**src/rtl/acc_seq_pkg.sv**
```systemverilog
// Shared types and constants for the accumulator sequencer.
// The optional memory timeout (ACC_SEQ_TIMEOUT_EN) uses MEM_TIMEOUT and CNT_W.
package acc_seq_pkg;

    localparam int unsigned INSTR_W     = 9;
    localparam int unsigned OP_W        = 4;
    localparam int unsigned REG_W       = 3;
    localparam int unsigned IMM_W       = 5;
    localparam int unsigned ACC_CTL_W   = 3;
    localparam int unsigned ALU_SEL_W   = 3;
    localparam int unsigned MEM_TIMEOUT = 15;
    localparam int unsigned CNT_W       = 4;

    typedef enum logic [OP_W-1:0] {
        OP_ADD  = 4'd0,
        OP_SUB  = 4'd1,
        OP_AND  = 4'd2,
        OP_OR   = 4'd3,
        OP_SLL  = 4'd4,
        OP_ADDI = 4'd5,
        OP_MOV  = 4'd6,
        OP_LDA  = 4'd7,
        OP_EQ   = 4'd8,
        OP_BRC  = 4'd9,
        OP_JR   = 4'd10,
        OP_JUMP = 4'd11,
        OP_LWR  = 4'd12,
        OP_STR  = 4'd13,
        OP_NOP  = 4'd14,
        OP_HALT = 4'd15
    } opcode_e;

    typedef enum logic [2:0] {
        S_IDLE  = 3'd0,
        S_FETCH = 3'd1,
        S_EXEC  = 3'd2,
        S_MEM   = 3'd3,
        S_DONE  = 3'd4,
        S_ERR   = 3'd5
    } state_e;

    typedef enum logic [ALU_SEL_W-1:0] {
        ALU_ADD = 3'd0,
        ALU_SUB = 3'd1,
        ALU_AND = 3'd2,
        ALU_OR  = 3'd3,
        ALU_SLL = 3'd4
    } alu_sel_e;

    // acc_control: bit 2 selects rf[ra2] as write target, bits 1:0 pick read operands
    localparam logic [ACC_CTL_W-1:0] RD_RR = 3'b000;
    localparam logic [ACC_CTL_W-1:0] RD_RA = 3'b001;
    localparam logic [ACC_CTL_W-1:0] RD_AR = 3'b010;
    localparam logic [ACC_CTL_W-1:0] RD_AA = 3'b011;
    localparam logic [ACC_CTL_W-1:0] WR_RF = 3'b100;

    typedef struct packed {
        logic                 wen;
        logic [ACC_CTL_W-1:0] acc_control;
        logic [REG_W-1:0]     ra1;
        logic [REG_W-1:0]     ra2;
        alu_sel_e             alu_sel;
        logic [IMM_W-1:0]     imm;
        logic                 imm_sel;
        logic                 fetch_en;
        logic                 pc_inc;
        logic                 pc_load;
        logic                 mem_req;
        logic                 mem_we;
        logic                 busy;
        logic                 done;
        logic                 err;
    } ctrl_t;

    // ALU function for an opcode; everything without its own function adds
    function automatic alu_sel_e alu_for(opcode_e op);
        alu_sel_e sel;
        case (op)
            OP_SUB, OP_EQ: sel = ALU_SUB;
            OP_AND:        sel = ALU_AND;
            OP_OR:         sel = ALU_OR;
            OP_SLL:        sel = ALU_SLL;
            default:       sel = ALU_ADD;
        endcase
        return sel;
    endfunction

endpackage

```
**src/rtl/acc_seq_decode.sv**
```systemverilog
// Control decode: state + IR + EQ flag -> datapath/PC/memory controls.
// The ERR indication only exists when ACC_SEQ_TIMEOUT_EN is defined.
module acc_seq_decode
    import acc_seq_pkg::*;
(
    input  state_e               state_i,
    input  logic [INSTR_W-1:0]   ir_i,
    input  logic                 flag_i,
    input  logic                 mem_ack_i,
    output ctrl_t                ctrl_o
);

    opcode_e op;

    // Controls follow the registered state/IR; only the MEM ack-cycle strobes track mem_ack
    always_comb begin
        op             = opcode_e'(ir_i[INSTR_W-1 -: OP_W]);
        ctrl_o         = '0;
        ctrl_o.ra1     = ir_i[REG_W-1:0];
        ctrl_o.ra2     = ir_i[REG_W-1:0];
        ctrl_o.imm     = ir_i[IMM_W-1:0];
        case (state_i)
            S_FETCH: begin
                ctrl_o.fetch_en = 1'b1;
                ctrl_o.busy     = 1'b1;
            end
            S_EXEC: begin
                ctrl_o.busy = 1'b1;
                case (op)
                    OP_ADD, OP_SUB, OP_AND, OP_OR, OP_SLL, OP_ADDI: begin
                        ctrl_o.acc_control = RD_AR;
                        ctrl_o.wen         = 1'b1;
                        ctrl_o.pc_inc      = 1'b1;
                        ctrl_o.alu_sel     = alu_for(op);
                        ctrl_o.imm_sel     = (op == OP_ADDI);
                    end
                    OP_MOV: begin
                        ctrl_o.acc_control = WR_RF | RD_RA;
                        ctrl_o.wen         = 1'b1;
                        ctrl_o.pc_inc      = 1'b1;
                    end
                    OP_LDA: begin
                        ctrl_o.acc_control = RD_RR;
                        ctrl_o.wen         = 1'b1;
                        ctrl_o.pc_inc      = 1'b1;
                    end
                    OP_EQ: begin
                        ctrl_o.acc_control = RD_AR;
                        ctrl_o.alu_sel     = alu_for(op);
                        ctrl_o.pc_inc      = 1'b1;
                    end
                    OP_BRC: begin
                        ctrl_o.pc_load = flag_i;
                        ctrl_o.pc_inc  = ~flag_i;
                    end
                    OP_JR: begin
                        ctrl_o.acc_control = RD_RA;
                        ctrl_o.pc_load     = 1'b1;
                    end
                    OP_JUMP: begin
                        ctrl_o.acc_control = RD_AA;
                        ctrl_o.pc_load     = 1'b1;
                    end
                    OP_LWR, OP_STR: ctrl_o.acc_control = RD_RA;
                    OP_NOP:         ctrl_o.pc_inc      = 1'b1;
                    default: ;
                endcase
            end
            S_MEM: begin
                ctrl_o.busy        = 1'b1;
                ctrl_o.acc_control = RD_RA;
                ctrl_o.mem_req     = 1'b1;
                ctrl_o.mem_we      = (op == OP_STR);
                if (mem_ack_i) begin
                    ctrl_o.pc_inc = 1'b1;
                    ctrl_o.wen    = (op == OP_LWR);
                end
            end
            S_DONE: ctrl_o.done = 1'b1;
`ifdef ACC_SEQ_TIMEOUT_EN
            S_ERR:  ctrl_o.err  = 1'b1;
`endif
            default: ;
        endcase
    end

endmodule

```
**src/rtl/acc_sequencer.sv**
```systemverilog
// Multi-cycle control FSM for the 8-bit accumulator datapath.
// Holds state, IR and EQ flag; control outputs are decoded from them.
// Optional ACC_SEQ_TIMEOUT_EN: MEM gives up after MEM_TIMEOUT cycles -> sticky ERR.
module acc_sequencer
    import acc_seq_pkg::*;
(
    input  logic                 clk,
    input  logic                 reset,
    input  logic                 start,
    input  logic [INSTR_W-1:0]   instr,
    input  logic                 alu_zero,
    input  logic                 mem_ack,
    output logic                 wen,
    output logic [ACC_CTL_W-1:0] acc_control,
    output logic [REG_W-1:0]     ra1,
    output logic [REG_W-1:0]     ra2,
    output logic [ALU_SEL_W-1:0] alu_sel,
    output logic [IMM_W-1:0]     imm,
    output logic                 imm_sel,
    output logic                 fetch_en,
    output logic                 pc_inc,
    output logic                 pc_load,
    output logic                 mem_req,
    output logic                 mem_we,
    output logic                 busy,
    output logic                 done,
    output logic                 err
);

    state_e               state_q;
    logic [INSTR_W-1:0]   ir_q;
    logic                 flag_q;
    opcode_e              op;
    ctrl_t                ctrl;

    assign op = opcode_e'(ir_q[INSTR_W-1 -: OP_W]);

`ifdef ACC_SEQ_TIMEOUT_EN
    logic [CNT_W-1:0] mem_wait_q;

    // MEM wait counter: zero on MEM entry, one step per MEM cycle
    always_ff @(posedge clk) begin
        if (reset || state_q != S_MEM) begin
            mem_wait_q <= '0;
        end else begin
            mem_wait_q <= mem_wait_q + 1'b1;
        end
    end
`endif

    // Sequencer state, instruction register and EQ flag
    always_ff @(posedge clk) begin
        if (reset) begin
            state_q <= S_IDLE;
            ir_q    <= '0;
            flag_q  <= 1'b0;
        end else begin
            case (state_q)
                S_IDLE, S_DONE: begin
                    if (start) state_q <= S_FETCH;
                end
                S_FETCH: begin
                    ir_q    <= instr;
                    state_q <= S_EXEC;
                end
                S_EXEC: begin
                    if (op == OP_EQ) begin
                        flag_q <= alu_zero;
                    end else if (op == OP_BRC) begin
                        flag_q <= 1'b0;
                    end
                    if (op == OP_LWR || op == OP_STR) begin
                        state_q <= S_MEM;
                    end else if (op == OP_HALT) begin
                        state_q <= S_DONE;
                    end else begin
                        state_q <= S_FETCH;
                    end
                end
                S_MEM: begin
                    if (mem_ack) begin
                        state_q <= S_FETCH;
                    end
`ifdef ACC_SEQ_TIMEOUT_EN
                    else if (mem_wait_q == CNT_W'(MEM_TIMEOUT - 1)) begin
                        state_q <= S_ERR;
                    end
`endif
                end
                S_ERR: ;
                default: state_q <= S_IDLE;
            endcase
        end
    end

    acc_seq_decode u_decode (
        .state_i   (state_q),
        .ir_i      (ir_q),
        .flag_i    (flag_q),
        .mem_ack_i (mem_ack),
        .ctrl_o    (ctrl)
    );

    assign wen         = ctrl.wen;
    assign acc_control = ctrl.acc_control;
    assign ra1         = ctrl.ra1;
    assign ra2         = ctrl.ra2;
    assign alu_sel     = ctrl.alu_sel;
    assign imm         = ctrl.imm;
    assign imm_sel     = ctrl.imm_sel;
    assign fetch_en    = ctrl.fetch_en;
    assign pc_inc      = ctrl.pc_inc;
    assign pc_load     = ctrl.pc_load;
    assign mem_req     = ctrl.mem_req;
    assign mem_we      = ctrl.mem_we;
    assign busy        = ctrl.busy;
    assign done        = ctrl.done;
    assign err         = ctrl.err;

endmodule

```
**config.mk**
```make
export PLATFORM = sky130hd
export DESIGN_NAME = acc_sequencer
export DESIGN_NICKNAME = d
export VERILOG_FILES = /design/src/rtl/acc_seq_pkg.sv /design/src/rtl/acc_seq_decode.sv /design/src/rtl/acc_sequencer.sv
export SDC_FILE = /design/constraint.sdc
export NUM_CORES = 1
export LEC_CHECK = 0
export ABC_AREA = 1
export CORE_UTILIZATION = 40
export DETAILED_ROUTE_END_ITERATION = 8
export GPL_TIMING_DRIVEN = 0
export PLACE_DENSITY = 0.88
export RECOVER_POWER = 50
export SLEW_MARGIN = 20
export SYNTH_ARGS = -nofsm -noshare
export SYNTH_HDL_FRONTEND = slang
export SYNTH_SLANG_ARGS = --single-unit
```
**constraint.sdc**
```tcl
create_clock -name clk -period 1.6 [get_ports clk]
set_clock_uncertainty 0.05 [all_clocks]
set_input_delay 0.32 -clock clk [delete_from_list [all_inputs] [get_ports clk]]
set_output_delay 0.32 -clock clk [all_outputs]
set_load 0.1 [all_outputs]
```
==> metrics <==
Avg Inst Size Synth=6.37 um^2; clk buf depth=2; top post-synthesis cells by area=dfxtp_1, nand2_1, buf_4; post-synth top area cell=dfxtp_1; failing checks=negative setup slack; Yosys top cell area share=29.8%; Final TNS setup=-2110 ps; Area Overhead vs Synth=97.3%; CTS tree=yes; hold slack=430 ps; Placer Congestion=0.898; diode count=0; number of global-route vias before repair=1103; Max Freq=550 MHz; Worst setup SP type=flop; Root Driver=clkbuf_4; kind of cell adding the most delay to the critical path=buffers and inverters; Mapped Area=872 um^2; met2 Use GR=47.9%; Hold Vio Cnt, Final=0; clk_lat worst skew=270 ps; placed cells=203; Post-Synthesis Cells=137; post-synth cell types=20; row count=16; post-DR vias/cell=5.15; I/O Pins=41; Initial Util=43.6%; Critical Path AT=1450 ps; worst min-delay path category=flop to flop; crit end category=primary output; most common cell in the netlist=nand2_1; synth cell count leaders=nand2_1, inv_1, a21oi_1, dfxtp_1, nor2_1; Yosys reg bits=13; GR Util met3=4.72%; Post-synth EDFFs=0; Slew Limit Fails=0; # clock sinks=13; Total GRT Usage=26.1%; largest net degree at the start of global routing=11; setup slack after layout=-217 ps; Pwr Total=1.65 mW; Top FF cell, synth=dfxtp_1; Worst VDD drop=800 uV; Initial DRC Count=28; drt wl/cell=14.5 um; DIE AREA=2370 um^2; initial antenna violation count=0; fin nets=208; Num CTS Buffers=3; Buffers on Ports=39; share of flip-flops with an asynchronous set or reset=0%; first-pass GRT wire length=4850 um; proportion of layout cells with a drive suffix above 1=55.4%; clk slew on worst S/H paths=80 ps; Core Box Area=2000 um^2; largest fanout on the critical path=8; Buf/Inv on CP=4; WS Path Type=flop to primary output; Critical Path RT=1230 ps; DRT Wirelength=3200 um; HPWL after DPL=2000 um; total number of vias=1134; DRC Markers=0; fin crit period=1820 ps; cts-stage hold buffer count=0; Final Non-Filler Cells=220; syn nets=151; RSZ-0062 raised after global routing=true; H-tree depth=1; CP cell instances=buf_6, buf_4, inv_2, nor4_4, buf_6; YS warnings=0; fin crit share=114%; max cap viols=0; routing usage on met1=29.0%; Routed Antenna Nets=0; Leak=0.743 nW; chip width=48.7 um; sequential share of the synthesized area=29.8%; power density over the cells=961 nW/um^2; Final Util=85.9%; GRT Max-Usage Layer=met2; Pre-antenna DRT Iters=4; total grt overflow=0; # setup viols final=13; CP most frequent cell=buf_6; outcome=finished, violations left; Worst path max stage delay=370 ps; slowest CP cell=dfxtp_2; chip height=48.7 um
-- per-stage QoR --
step | cell area [um^2] | worst slack, ps
final | 1720 | -217
after global routing | 1720 | -280
after CTS | 1670 | -209
after detailed placement | 1480 | -1020
after global placement | 1480 | -987
after floorplan | 1060 | -942
-- layer usage --
layer	part of all wire (%)	vias up
met5	0	-
met4	3.3	0
met3	4.2	12
met2	53	50
met1	40	527
li1	-	545
-- sequential cells by signal, indices dropped and copies added (netlist names) --
| register | cells |
|---|---|
| ir_q | 9 |
| flag_q | 1 |
| state_q | 3 |
-- final timing paths --
path / start / endpoint / slack [ps] / cells past startpoint
worst max-delay path: ir_q[6] / alu_sel[1] / -220 / 5
worst min-delay path: ir_q[3] / ir_q[3] / 430 / 2
worst max register to register: state_q[2] / ir_q[2] / 310 / 6
worst min register to register: ir_q[3] / ir_q[3] / 430 / 2
-- placed cells by master (no fill, tap or decap), drive strengths merged --
cell type and instances:
nand2 37, nor4 4, nor2 15, nand3 8, conb 1, dfxtp 13, a21oi 13, nor3 3
inv 16, clkdlybuf4s50 13, o21ai 11, clkinvlp 1, nand4 1, buf 46, clkbuf 11
-- what timing repair did --
action	CTS	global route
buffers inserted	12	1
pin swaps	6	2
cloned	0	0
setup endpoints to repair	26	20
resized for setup	196	15
-- area by class of cell --
type | count | area, um^2
Buffer | 14 | 116
Clock buffer | 4 | 26.3
Fill cell | 111 | 282
Inverter | 17 | 82.6
Multi-Input combinational cell | 93 | 646
Sequential cell | 13 | 284
Tap cell | 27 | 33.8
Timing Repair Buffer | 52 | 532
-- kinds of logic (layout without fill, tap and decap cells) --
family / Yosys count / after routing / share of synthesized area [%]
simple gates: 68 / 68 / 36.0
buf+inv: 31 / 87 / 19.9
compound gates: 24 / 24 / 13.8
flops: 13 / 13 / 29.8
other cells: 1 / 1 / 0.430
-- report_power, final --
| part | internal, mW | leakage (nW) | switching [mW] |
|---|---|---|---|
| clock | 0.0967 | 0.0150 | 0.102 |
| sequential | 0.368 | 0.111 | 0.0645 |
| combinational | 0.319 | 0.617 | 0.703 |
| total | 0.783 | 0.743 | 0.870 |
-- tightest hold or removal path, stage by stage (launching register included) --
cell     delay (ps)
dfxtp_1         320
nand2_1          60
a21oi_1          60
No activity file was read; power rests on OpenSTA's default activity.
